===== src/rtl/pipe_ctrl.sv =====
// Hazard/sequencing controller for the 5-stage rv64IM pipeline: multi-cycle div/rem stall,
// taken-branch flush, load-use stall. Optional perf counters under `PIPE_CTRL_PERF_CNT_EN.
module pipe_ctrl #(
    parameter int unsigned MD_LATENCY = 8,
    parameter int unsigned CNT_W      = 6
) (
    input  logic        clock,
    input  logic        reset,
    input  logic [4:0]  id_rs1,
    input  logic [4:0]  id_rs2,
    input  logic        id_use_rs1,
    input  logic        id_use_rs2,
    input  logic        ex_load,
    input  logic        ex_wen,
    input  logic [4:0]  ex_rd,
    input  logic        ex_md_op,
    input  logic        ex_branch_taken,
    output logic        stall_pc,
    output logic        stall_if_id,
    output logic        flush_if_id,
    output logic        stall_id_ex,
    output logic        flush_id_ex,
    output logic        ex_bubble,
`ifdef PIPE_CTRL_PERF_CNT_EN
    output logic [63:0] perf_stall_cycles,
    output logic [63:0] perf_flush_cycles,
    output logic [63:0] perf_md_ops,
`endif
    output logic        md_busy
);

    localparam logic [0:0] RUN     = 1'b0;
    localparam logic [0:0] MD_WAIT = 1'b1;

    localparam bit MD_EN = (MD_LATENCY > 1);
    localparam logic [CNT_W-1:0] CNT_INIT = MD_EN ? CNT_W'(MD_LATENCY - 2) : '0;

    logic [0:0]       state_q, state_d;
    logic [CNT_W-1:0] cnt_q, cnt_d;
    logic             load_use;
    logic             md_enter;

    assign load_use = ex_load & ex_wen & (ex_rd != 5'd0) &
                      ((id_use_rs1 & (id_rs1 == ex_rd)) | (id_use_rs2 & (id_rs2 == ex_rd)));

    assign md_enter = !reset && (state_q == RUN) && MD_EN && ex_md_op;

    // Priority: multi-cycle EX op, then taken branch, then load-use; all outputs low in reset.
    always_comb begin
        state_d     = state_q;
        cnt_d       = cnt_q;
        stall_pc    = 1'b0;
        stall_if_id = 1'b0;
        flush_if_id = 1'b0;
        stall_id_ex = 1'b0;
        flush_id_ex = 1'b0;
        ex_bubble   = 1'b0;
        md_busy     = 1'b0;
        if (!reset) begin
            if (state_q == MD_WAIT) begin
                md_busy = 1'b1;
                if (cnt_q != '0) begin
                    stall_pc    = 1'b1;
                    stall_if_id = 1'b1;
                    stall_id_ex = 1'b1;
                    ex_bubble   = 1'b1;
                    cnt_d       = cnt_q - CNT_W'(1);
                end else begin
                    state_d = RUN;
                end
            end else if (md_enter) begin
                stall_pc    = 1'b1;
                stall_if_id = 1'b1;
                stall_id_ex = 1'b1;
                ex_bubble   = 1'b1;
                cnt_d       = CNT_INIT;
                state_d     = MD_WAIT;
            end else if (ex_branch_taken) begin
                flush_if_id = 1'b1;
                flush_id_ex = 1'b1;
            end else if (load_use) begin
                stall_pc    = 1'b1;
                stall_if_id = 1'b1;
                flush_id_ex = 1'b1;
            end
        end
    end

    always_ff @(posedge clock) begin
        if (reset) begin
            state_q <= RUN;
            cnt_q   <= '0;
        end else begin
            state_q <= state_d;
            cnt_q   <= cnt_d;
        end
    end

`ifdef PIPE_CTRL_PERF_CNT_EN
    always_ff @(posedge clock) begin
        if (reset) begin
            perf_stall_cycles <= '0;
            perf_flush_cycles <= '0;
            perf_md_ops       <= '0;
        end else begin
            perf_stall_cycles <= perf_stall_cycles + 64'(stall_pc);
            perf_flush_cycles <= perf_flush_cycles + 64'(flush_if_id);
            perf_md_ops       <= perf_md_ops + 64'(md_enter);
        end
    end
`endif

endmodule


===== config.mk =====
export PLATFORM = sky130hd
export DESIGN_NAME = pipe_ctrl
export DESIGN_NICKNAME = d
export VERILOG_FILES = /design/src/rtl/pipe_ctrl.sv
export SDC_FILE = /design/constraint.sdc
export NUM_CORES = 1
export LEC_CHECK = 0
export BUFFER_PORTS_ARGS = -buffer_cell sky130_fd_sc_hd__buf_4
export CELL_PAD_IN_SITES_DETAIL_PLACEMENT = 1
export CELL_PAD_IN_SITES_GLOBAL_PLACEMENT = 1
export CORE_MARGIN = 4
export CORE_UTILIZATION = 30
export DETAILED_ROUTE_END_ITERATION = 8
export GPL_TIMING_DRIVEN = 1
export PLACE_DENSITY = 0.84
export SYNTH_ARGS = -nofsm -noshare
export SYNTH_HDL_FRONTEND = slang
export SYNTH_SLANG_ARGS = --single-unit

===== constraint.sdc =====
create_clock -name clock -period 2.1 [get_ports clock]
set_input_delay 0.315 -clock clock [delete_from_list [all_inputs] [get_ports clock]]
set_output_delay 0.315 -clock clock [all_outputs]
set_load 0.005 [all_outputs]

* After elaboration in Yosys (flattened, before gate mapping) *
Cells that the tools add are included.

word-level totals
  bits in registers = 7
  input bits = 23
  output and inout bits = 7

operators by class
  $add $sub $neg = 1
  equality and inequality tests = 3
  muxes and demuxes = 22
  bitwise logic cells = 7
  reduce and logical (&&, ||, !) cells = 7

operators by type and width
  operator                                                                  count
  1-bit two-way mux                                                         19
  6-bit two-way mux                                                         3
  5-bit == test                                                             2
  6-bit nonzero test                                                        1
  6-bit by 1-bit subtractor with 6-bit output (second input constant)       1
  1-bit bitwise AND                                                         5
  5-bit nonzero test                                                        1
  1-bit logical AND                                                         2
  2-bit by 1-bit inequality test with 1-bit output (second input constant)  1
  2-bit AND reduction                                                       1
  2-bit nonzero test                                                        1
  1-bit logical NOT                                                         1
  1-bit inverter                                                            1
  1-bit OR                                                                  1

* Logic depth before layout (Yosys ltp) *
Gate-level depths: netlist of the first run.

  depth in word-level cells = 9
  gate-level depth with buffers = 7
  depth with buffers taken out = 6

* Worst setup path before layout of the first run *
Ideal clock, no wire load.

  kind = register to output
  start point = reg cnt_q[2]
  end point = out stall_pc
  data arrival time = 1502 ps
  data required time = 1785 ps
  slack = 283 ps
  stages on the path, launching flop included = 6
  path through = dfxtp_1 > or3_4 > o21ai_4 > a21oi_1 > o21bai_1 > buf_4

between the ends
  word-level cells in the longest chain between the ends = 4

ends and longest elaborated chain
  item                             line  RTL
  from (decl)                      39    logic [CNT_W-1:0] cnt_q, cnt_d;
  from (signal assigned)           95    cnt_q <= cnt_d;
  6-bit nonzero test               62    if (cnt_q != '0) begin
  1-bit two-way mux (3 in series)  -
  to (decl)                        18    output logic stall_pc,

No other way between the ends.

* Worst setup path after layout of the first run *
  start point = reg cnt_q[2]
  end point = out stall_pc

between the ends
  word-level cells in the longest chain between the ends = 4

ends and longest elaborated chain
  item                line  RTL
  6-bit nonzero test  62
  1-bit two-way mux   62
  1-bit two-way mux   60    if (state_q == MD_WAIT) begin
  1-bit two-way mux   59    if (!reset) begin

No other way between the ends.

==> results.toml, run 1 <==
[timing]
hold_violations = 0
report.final.slew_viol_count = 0
setup_total_negative_slack_ps = 0
fmax_mhz = 513.6
hold-worst-slack_ps = 333.1
finalClockSkew_ps = 7.215
rsz0062_at_grt = "no"
finalCriticalPeriod_ps = 1947
report.final.setup_viol = 0
final.period_utilization_pct = 92.71
tightest_slew_ps = 409.3
final.setup.worst_slack_ps = 153.1
maxSlewHeadroom_pct = 72.66

[power]
switchingPower_mw = 0.1405
clkPwrFrac_pct = 28.5
power.share.combinational_pct = 35.5
swShare_pct = 31.74
power.share.sequential_pct = 36.0
total_leakage_power_nw = 0.3603
peakVddDrop_mv = 0.3086
power_density_over_cell_area_mw_per_mm2 = 512.1
finalPower_mw = 0.4428
p_int_mw = 0.3023

[floorplanning]
effective_utilization_at_floorplan_pct = 32.71
std_cell_rows = 15
core_region_area_mm2 = 0.001802
die_h_um = 52.32
dieArea_mm2 = 0.002737
i_o_pin_total = 30
die_width_um = 52.32

[placed_design]
port_buffers = 29
dp_cells = 118
detailedPlace.worstSlack_ps = 198.7
detail_placement_hpwl_um = 1489
place_area_um2 = 819.5
routability_cong = 0.7640

[yosys]
area_share_of_the_largest_cell_type_after_synthesis_pct = 23.78
number_of_instances_in_the_synthesized_netlist = 67
synth_sequential_area_ratio_pct = 23.78
yosys_warnings = 0
synth_largest_area_cell = "sky130_fd_sc_hd__dfxtp_1"
netlist_top_cells_area = "sky130_fd_sc_hd__dfxtp_1 24%, sky130_fd_sc_hd__xor2_1 12%, sky130_fd_sc_hd__a2111oi_2 7.6%, sky130_fd_sc_hd__mux2i_1 5.1%, sky130_fd_sc_hd__ha_1 4.2%"
synth.distinct_cells = 29
yosys_reg_bits = 7
synthesis.nets = 92
synth_area_um2 = 589.3
synthesis.area_per_instance_um2 = 8.796

[worst_setup_path]
critical_path.max_fanout = 5
cp_data_required_time_ps = 1780
cp_buf_inv_count = 1
critical-path-max-stage-delay_ps = 430
worstPathCellList = "or3_4 -> o21ai_4 -> a21oi_4 -> o21bai_1 -> buf_4"
classification_of_the_worst_setup_path = "register to primary output"
critPathTopFamily = "compound AO/OA/AOI/OAI gates"
r2r_start = "cnt_q[0]"
crit_slowest_cell = "sky130_fd_sc_hd__or3_4"
crit_path_start_kind = "register"
r2r_setup_slack_ps = 320
cp.arrival_ps = 1630
endpoint_kind = "primary output"
worst_r2r_path_depth = 7
timing.rr.end = "cnt_q[3]"

[grt]
global_route.usage.met1_pct = 13.53
grt_max_degree = 13
grt.busiest_layer = "met2"
grtUsageMet2_pct = 26.24
grt_util_all_layers_pct = 14.27
number_of_global_route_vias_before_repair = 643
grt_pass1_wl_um = 2815
number_of_antenna_violations_at_the_first_check_in_global_routing = 0
gr-total-overflow = 0
grt.met3_usage_pct = 6.838

[clock_tree]
clock_tree.root_cell = "sky130_fd_sc_hd__clkbuf_4"
cts.htree.levels = 1
tritoncts_clock_tree = "done"
cts_sinks = 7
clk_latency_ps = 260
max-clock-path-buffers = 2
tritoncts.num_buffers = 3
clk_pin_slew_ps = 50

[worst_hold_path]
worstHoldPathType = "input pin to register"
timing.hold.worst_path_depth = 2
min_from = "reset"
hold_path_endpoint = "state_q"

[route]
routed_wl_um = 1870
wl_per_cell_um = 15.20
post_route_antenna_net_violation_count = 0
dr.first_iter.drc_count = 1
drc = 0
routed-via-count = 630
drt_first_pass_iters = 3
avgViaCountPerCell = 5.122

[job]
max_cap_viol_count = 0

[final_layout]
finish.utilization_pct = 47.99
layout.cell_area.non_filler_um2 = 864.6
antenna_cells_inserted = 0
area_delta_synth_final_pct = 46.71
drive_above_1_share_pct = 40.82
final_net_count = 124
layout.cells.non_filler = 123

[status]
run_status = "completed"
area by class of cell:
class,count,area [µm²]
Fill cell,238,937.1
Multi-Input combinational cell,54,430.4
Timing Repair Buffer,30,225.2
Sequential cell,7,140.1
Tap cell,25,31.28
Clock buffer,4,26.28
Inverter,3,11.26
what timing repair did:
item | 4_1_cts | 5_1_grt
buffers inserted | 1 | 0
hold buffers | 0 | 0
endpoints found under the setup margin | 2 | 2
gates resized for setup | 0 | 2
pin swaps | 1 | 0
kinds of logic after synthesis:
logic type,count (synthesis),share of synthesized area (%)
simple gates,25,23.14
mux,4,7.006
flops,7,23.78
buf+inv,6,5.094
compound gates,13,21.87
xor+xnor,10,14.86
fa+ha+maj,2,4.246
cell usage after synthesis:
cell type and count:
sky130_fd_sc_hd__buf_4 2, sky130_fd_sc_hd__inv_1 3, sky130_fd_sc_hd__nand3_1 1, sky130_fd_sc_hd__xor2_1 8, sky130_fd_sc_hd__clkbuf_1 1, sky130_fd_sc_hd__o2111ai_1 2, sky130_fd_sc_hd__or4_1 1, sky130_fd_sc_hd__or3_1 3
sky130_fd_sc_hd__nor2b_1 2, sky130_fd_sc_hd__ha_1 2, sky130_fd_sc_hd__nor2_1 5, sky130_fd_sc_hd__dfxtp_1 7, sky130_fd_sc_hd__a32oi_1 1, sky130_fd_sc_hd__o21bai_1 2, sky130_fd_sc_hd__nor3_1 2, sky130_fd_sc_hd__nand2b_1 2
sky130_fd_sc_hd__nor4_1 2, sky130_fd_sc_hd__mux2_2 1, sky130_fd_sc_hd__and2_1 1, sky130_fd_sc_hd__mux2i_1 3, sky130_fd_sc_hd__xnor2_1 2, sky130_fd_sc_hd__a2111oi_2 3, sky130_fd_sc_hd__a311oi_1 1, sky130_fd_sc_hd__nand2_1 4
sky130_fd_sc_hd__or3_4 1, sky130_fd_sc_hd__a21oi_1 2, sky130_fd_sc_hd__and2_0 1, sky130_fd_sc_hd__o21ai_4 1, sky130_fd_sc_hd__o21a_1 1
flip-flops by register name, summed over array words and instances (netlist names):
register,flops
cnt_q,6
state_q,1
worst max path at each step:
stage,slack (ps),start,end,cells after the start
2_1_floorplan,280,cnt_q[2],stall_pc,5
3_3_place_gp,260,cnt_q[2],stall_pc,5
3_5_place_dp,200,cnt_q[2],stall_pc,5
4_1_cts,20,cnt_q[0],stall_pc,7
5_1_grt,20,cnt_q[0],stall_pc,7
6_report,150,cnt_q[2],stall_pc,5
placed cells by master (no fill, tap or decap):
cell and instances:
sky130_fd_sc_hd__ha_1 2, sky130_fd_sc_hd__nor2_1 5, sky130_fd_sc_hd__nor4_1 2, sky130_fd_sc_hd__a21oi_4 1, sky130_fd_sc_hd__o21a_1 1, sky130_fd_sc_hd__a21oi_1 1
sky130_fd_sc_hd__o21bai_1 2, sky130_fd_sc_hd__xnor2_1 2, sky130_fd_sc_hd__a2111oi_2 3, sky130_fd_sc_hd__nand2_1 4, sky130_fd_sc_hd__clkbuf_1 1, sky130_fd_sc_hd__mux2_2 1
sky130_fd_sc_hd__clkbuf_4 3, sky130_fd_sc_hd__and2_0 1, sky130_fd_sc_hd__nor3_1 2, sky130_fd_sc_hd__buf_4 30, sky130_fd_sc_hd__a32oi_1 1, sky130_fd_sc_hd__o21ai_4 1
sky130_fd_sc_hd__or4_1 1, sky130_fd_sc_hd__or3_1 3, sky130_fd_sc_hd__dfxtp_1 7, sky130_fd_sc_hd__a311oi_1 1, sky130_fd_sc_hd__nand2b_1 2, sky130_fd_sc_hd__xor2_1 8
sky130_fd_sc_hd__inv_1 3, sky130_fd_sc_hd__nor2b_1 2, sky130_fd_sc_hd__o2111ai_1 2, sky130_fd_sc_hd__mux2i_1 3, sky130_fd_sc_hd__and2_1 1, sky130_fd_sc_hd__or3_4 1
sky130_fd_sc_hd__nand3_1 1
power by group through the flow:
| stage | Combinational [mW] | Clock [mW] | Sequential, mW |
|---|---|---|---|
| global placement | 0.144 | 0 | 0.160 |
| floorplan | 0.0882 | 0 | 0.158 |
| finish | 0.157 | 0.126 | 0.159 |
| global route | 0.172 | 0.144 | 0.161 |
| detailed placement | 0.152 | 0 | 0.162 |
| CTS | 0.156 | 0.134 | 0.159 |
layer usage:
layer,up-vias,share of wire [%]
met1,295,40
li1,303,-
met2,30,47
met4,0,1.3
met5,-,0
met3,2,12
Power figures use the tool's default switching activity.
==> run 2, diff against run 1 <==
Settings changed: CELL_PAD_IN_SITES_GLOBAL_PLACEMENT 1 to 2, CORE_UTILIZATION 30 to 23.
==> results.toml, run 2 (synthesized netlist as in run 1, its figures left out) <==
[clock_tree]
tritoncts_clock_tree = "done"
cts.htree.levels = 1
clk_pin_slew_ps = 60
tritoncts.num_buffers = 3
clock_tree.root_cell = "sky130_fd_sc_hd__clkbuf_4"
holdBufCountCts = 0
clk_latency_ps = 260
cts_sinks = 7
max-clock-path-buffers = 2

[timing]
setup_total_negative_slack_ps = 0
report.final.setup_viol = 0
finalClockSkew_ps = 7.197
tightest_slew_ps = 435.0
finalCriticalPeriod_ps = 1948
rsz0062_at_grt = "no"
hold_violations = 0
fmax_mhz = 513.3
report.final.slew_viol_count = 0
maxSlewHeadroom_pct = 70.94
final.period_utilization_pct = 92.77

[grt]
gr-total-overflow = 0
grt_util_all_layers_pct = 11.76
grt_pass1_wl_um = 2994
number_of_global_route_vias_before_repair = 646
number_of_antenna_violations_at_the_first_check_in_global_routing = 0
grt_max_degree = 13

[final_layout]
area_delta_synth_final_pct = 47.13
antenna_cells_inserted = 0
ff_latch_area_um2 = 142.6
register_bank_with_the_most_flops = "cnt_q"
drive_above_1_share_pct = 43.88
largest_registers = "cnt_q x6, state_q x1"
final_cell_mix = "30 x sky130_fd_sc_hd__buf_4, 8 x sky130_fd_sc_hd__xor2_1, 5 x sky130_fd_sc_hd__nor2_1, 5 x sky130_fd_sc_hd__dfxtp_1, 4 x sky130_fd_sc_hd__nand2_1"
finish.utilization_pct = 35.32
mostFrequentLayoutCell = "sky130_fd_sc_hd__buf_4"
final_net_count = 124
fillCellCount = 310
layout.cell_area.non_filler_um2 = 867.1
largest_register_ffs = 6
multiInputGateArea_um2 = 422.9

[worst_hold_path]
worstHoldPathType = "input pin to register"

[route]
routed_wl_um = 1835
avgViaCountPerCell = 4.781
drt_first_pass_iters = 3
routed-via-count = 612
dr.first_iter.drc_count = 30
drc = 0
wl_per_cell_um = 14.34
post_route_antenna_net_violation_count = 0

[worst_setup_path]
classification_of_the_worst_setup_path = "register to primary output"
critical_path.max_fanout = 5
endpoint_kind = "primary output"
crit_path_start_kind = "register"
cp.arrival_ps = 1630
cp_data_required_time_ps = 1780

[placed_design]
detail_placement_hpwl_um = 1431
port_buffers = 29
place_area_um2 = 825.8
routability_cong = 0.7445

[power]
peakVddDrop_mv = 0.2651
power_density_over_cell_area_mw_per_mm2 = 507.2
total_leakage_power_nw = 0.3628

[floorplanning]
die_h_um = 58.62
effective_utilization_at_floorplan_pct = 24.01
dieArea_mm2 = 0.003436
core_region_area_mm2 = 0.002455
die_width_um = 58.62
i_o_pin_total = 30
std_cell_rows = 18

[status]
run_status = "completed"

[job]
max_cap_viol_count = 0
==> run 2: timing repair <==
| action | in CTS | in global routing |
|---|---|---|
| setup buffers | 1 | 0 |
| setup endpoints to repair | 2 | 2 |
| pin swaps | 1 | 0 |
| hold endpoints to repair | 0 | 0 |
| gates resized for setup | 0 | 3 |
==> run 2: final timing paths <==
check | startpoint | cells after the start | slack (ps) | end
worst max-delay path | cnt_q[2] | 5 | 150 | stall_pc
worst min-delay path | reset | 2 | 300 | cnt_q[1]
worst max register to register | cnt_q[0] | 7 | 380 | cnt_q[3]
worst min register to register | cnt_q[4] | 2 | 480 | cnt_q[4]
==> run 2: metrics by stage <==
stage	hold WS (ps)	cells	power [mW]	worst slack, ps
6_report	302.4	128	0.4398	151.9
3_3_place_gp	464.1	123	0.3066	255.7
2_1_floorplan	438.3	67	0.2460	283.4
3_5_place_dp	472.6	123	0.3122	204.5
4_1_cts	295.9	128	0.4448	6.938
5_1_grt	309.7	128	0.4761	23.21
==> run 2: routing by layer <==
metal	vias up	track usage, %	share of wire [%]
met3	4	4.825	13
met5	-	0	0
met1	270	12.58	42
li1	307	-	-
met2	31	20.41	43
met4	0	4.854	1.7
==> run 2: worst max-delay path, stage by stage (launching register included) <==
cell,delay (ps)
sky130_fd_sc_hd__dfxtp_1,360
sky130_fd_sc_hd__or3_4,430
sky130_fd_sc_hd__o21ai_4,150
sky130_fd_sc_hd__a21oi_2,90
sky130_fd_sc_hd__o21bai_1,190
sky130_fd_sc_hd__buf_4,150
==> run 2: layout make-up <==
cell class	count	share of cell area, %
Clock buffer	3	2.597
Clock inverter	1	0.5772
Inverter	3	1.299
Timing Repair Buffer	30	25.97
Sequential cell	7	16.45
Tap cell	30	4.329
Multi-Input combinational cell	54	48.77
==> run 2: report_power, final <==
group | switching, mW | internal [mW]
combinational | 0.0694 | 0.0846
sequential | 0.0155 | 0.145
clock | 0.0559 | 0.0699
total | 0.141 | 0.299
==> run 3, diff against run 2 <==
Settings changed: CORE_UTILIZATION 23 to 25, PLACE_DENSITY 0.84 to 0.89, REMOVE_ABC_BUFFERS set to 1.
Clock period 2.1 ns to 2.42 ns, I/O delays scaled along.
==> results.toml, run 3 (synthesized netlist as in run 1, its figures left out) <==
[status]
run_status = "completed"

[timing]
final.setup.worst_slack_ps = 213.8
hold_violations = 0
finalCriticalPeriod_ps = 2206
finalClockSkew_ps = 0.1627
rsz0062_at_grt = "no"
tightest_slew_ps = 423.5
final.period_utilization_pct = 91.17
report.final.setup_viol = 0
setup_total_negative_slack_ps = 0
maxSlewHeadroom_pct = 71.71
fmax_mhz = 453.3
report.final.slew_viol_count = 0

[final_layout]
drive_above_1_share_pct = 39.18
largest_registers = "cnt_q x6, state_q x1"
antenna_cells_inserted = 0
area_delta_synth_final_pct = 44.16
largest_register_ffs = 6
fillCellCount = 279
layout.cells.non_filler = 125
final_net_count = 123
register_bank_with_the_most_flops = "cnt_q"
layout.cell_area.non_filler_um2 = 849.6
ff_latch_area_um2 = 140.1
mostFrequentLayoutCell = "sky130_fd_sc_hd__buf_4"
final_cell_mix = "29 x sky130_fd_sc_hd__buf_4, 8 x sky130_fd_sc_hd__xor2_1, 7 x sky130_fd_sc_hd__dfxtp_1, 5 x sky130_fd_sc_hd__nor2_1, 4 x sky130_fd_sc_hd__nand2_1"
multiInputGateArea_um2 = 419.2

[placed_design]
detailedPlace.worstSlack_ps = 485.7
place_area_um2 = 823.3
dp_cells = 121
port_buffers = 29
routability_cong = 0.8915
detail_placement_hpwl_um = 1407

[worst_setup_path]
cp.arrival_ps = 1840
endpoint_kind = "primary output"
timing.rr.end = "cnt_q[5]"
classification_of_the_worst_setup_path = "register to primary output"
crit_path_start_kind = "register"
critical-path-max-stage-delay_ps = 430
critical_path.max_fanout = 8
worstPathCellList = "or3_4 -> o21ai_4 -> a21oi_1 -> o21bai_1 -> buf_4"
crit_slowest_cell = "sky130_fd_sc_hd__or3_4"
worst_r2r_path_depth = 6
cp-startpoint = "cnt_q[2]"
cp_data_required_time_ps = 2060
r2r_setup_slack_ps = 810
r2r_start = "cnt_q[0]"

[route]
drc = 0
drt_first_pass_iters = 4
dr.first_iter.drc_count = 13
routed-via-count = 597
routed_wl_um = 1711
post_route_antenna_net_violation_count = 0
wl_per_cell_um = 13.69
avgViaCountPerCell = 4.776

[floorplanning]
core_region_area_mm2 = 0.002233
die_h_um = 56.55
die_width_um = 56.55
i_o_pin_total = 30
effective_utilization_at_floorplan_pct = 26.39
dieArea_mm2 = 0.003198
std_cell_rows = 17

[grt]
grt_util_all_layers_pct = 11.08
gr-total-overflow = 0
grt_max_degree = 13
number_of_antenna_violations_at_the_first_check_in_global_routing = 0
grt_pass1_wl_um = 2849
number_of_global_route_vias_before_repair = 644

[clock_tree]
post_cts.resized_instances = 0
clock_tree.root_cell = "sky130_fd_sc_hd__clkbuf_4"
max-clock-path-buffers = 2
cts_post_setup_buffers_inserted = 0
clk_pin_slew_ps = 60
holdBufCountCts = 0
cts.htree.levels = 1
clk_latency_ps = 250
cts_sinks = 7
tritoncts.num_buffers = 3
tritoncts_clock_tree = "done"

[power]
total_leakage_power_nw = 0.3551
power_density_over_cell_area_mw_per_mm2 = 444.5
peakVddDrop_mv = 0.2810
finalPower_mw = 0.3776

[worst_hold_path]
min_from = "reset"
timing.hold.worst_path_depth = 2
hold_path_endpoint = "cnt_q[1]"
worstHoldPathType = "input pin to register"

[job]
max_cap_viol_count = 0
==> run 3: worst max-delay path: cells and delay by family (launching register included) <==
family          cells  cell delay (ps)
compound gates      3              650
flops               1              360
buf+inv             1              150
simple gates        1              430
==> run 3: worst max path at each step <==
stage             endpoint  slack, ps  cells after the start
2_1_floorplan  stall_if_id        660                      4
3_3_place_gp      stall_pc        540                      5
3_5_place_dp      stall_pc        490                      5
4_1_cts           stall_pc        210                      5
5_1_grt        stall_if_id         90                      7
6_report          stall_pc        210                      5
==> run 3: per-layer routing <==
| layer | track usage (%) | vias to the layer above | routed length, µm |
|---|---|---|---|
| met2 | 17.82 | 30 | 727 |
| met5 | 0 | - | 0 |
| li1 | - | 303 | - |
| met4 | 3.051 | 0 | 0 |
| met1 | 14.56 | 264 | 819 |
| met3 | 2.759 | 0 | 163 |
==> run 3: layout make-up <==
type                    instances  area share (%)
clock buffers                   4           3.093
inverters                       3           1.325
multi-input cells              54           49.34
flip-flops and latches          7           16.49
well taps                      28           4.124
repair buffers                 29           25.63
==> run 3: power by group <==
part / switching [mW] / internal (mW) / total, mW
sequential: 0.0131 / 0.125 / 0.138
combinational: 0.0583 / 0.0718 / 0.130
clock: 0.0466 / 0.0632 / 0.110
==> run 3: metrics by stage <==
| stage | hold WS, ps | util [%] |
|---|---|---|
| floorplan | 432.1 | - |
| global placement | 451.2 | 36.86 |
| detailed placement | 467.8 | 36.86 |
| CTS | 367.7 | 38.04 |
| global route | 373.4 | 38.04 |
| finish | 365.9 | 38.04 |
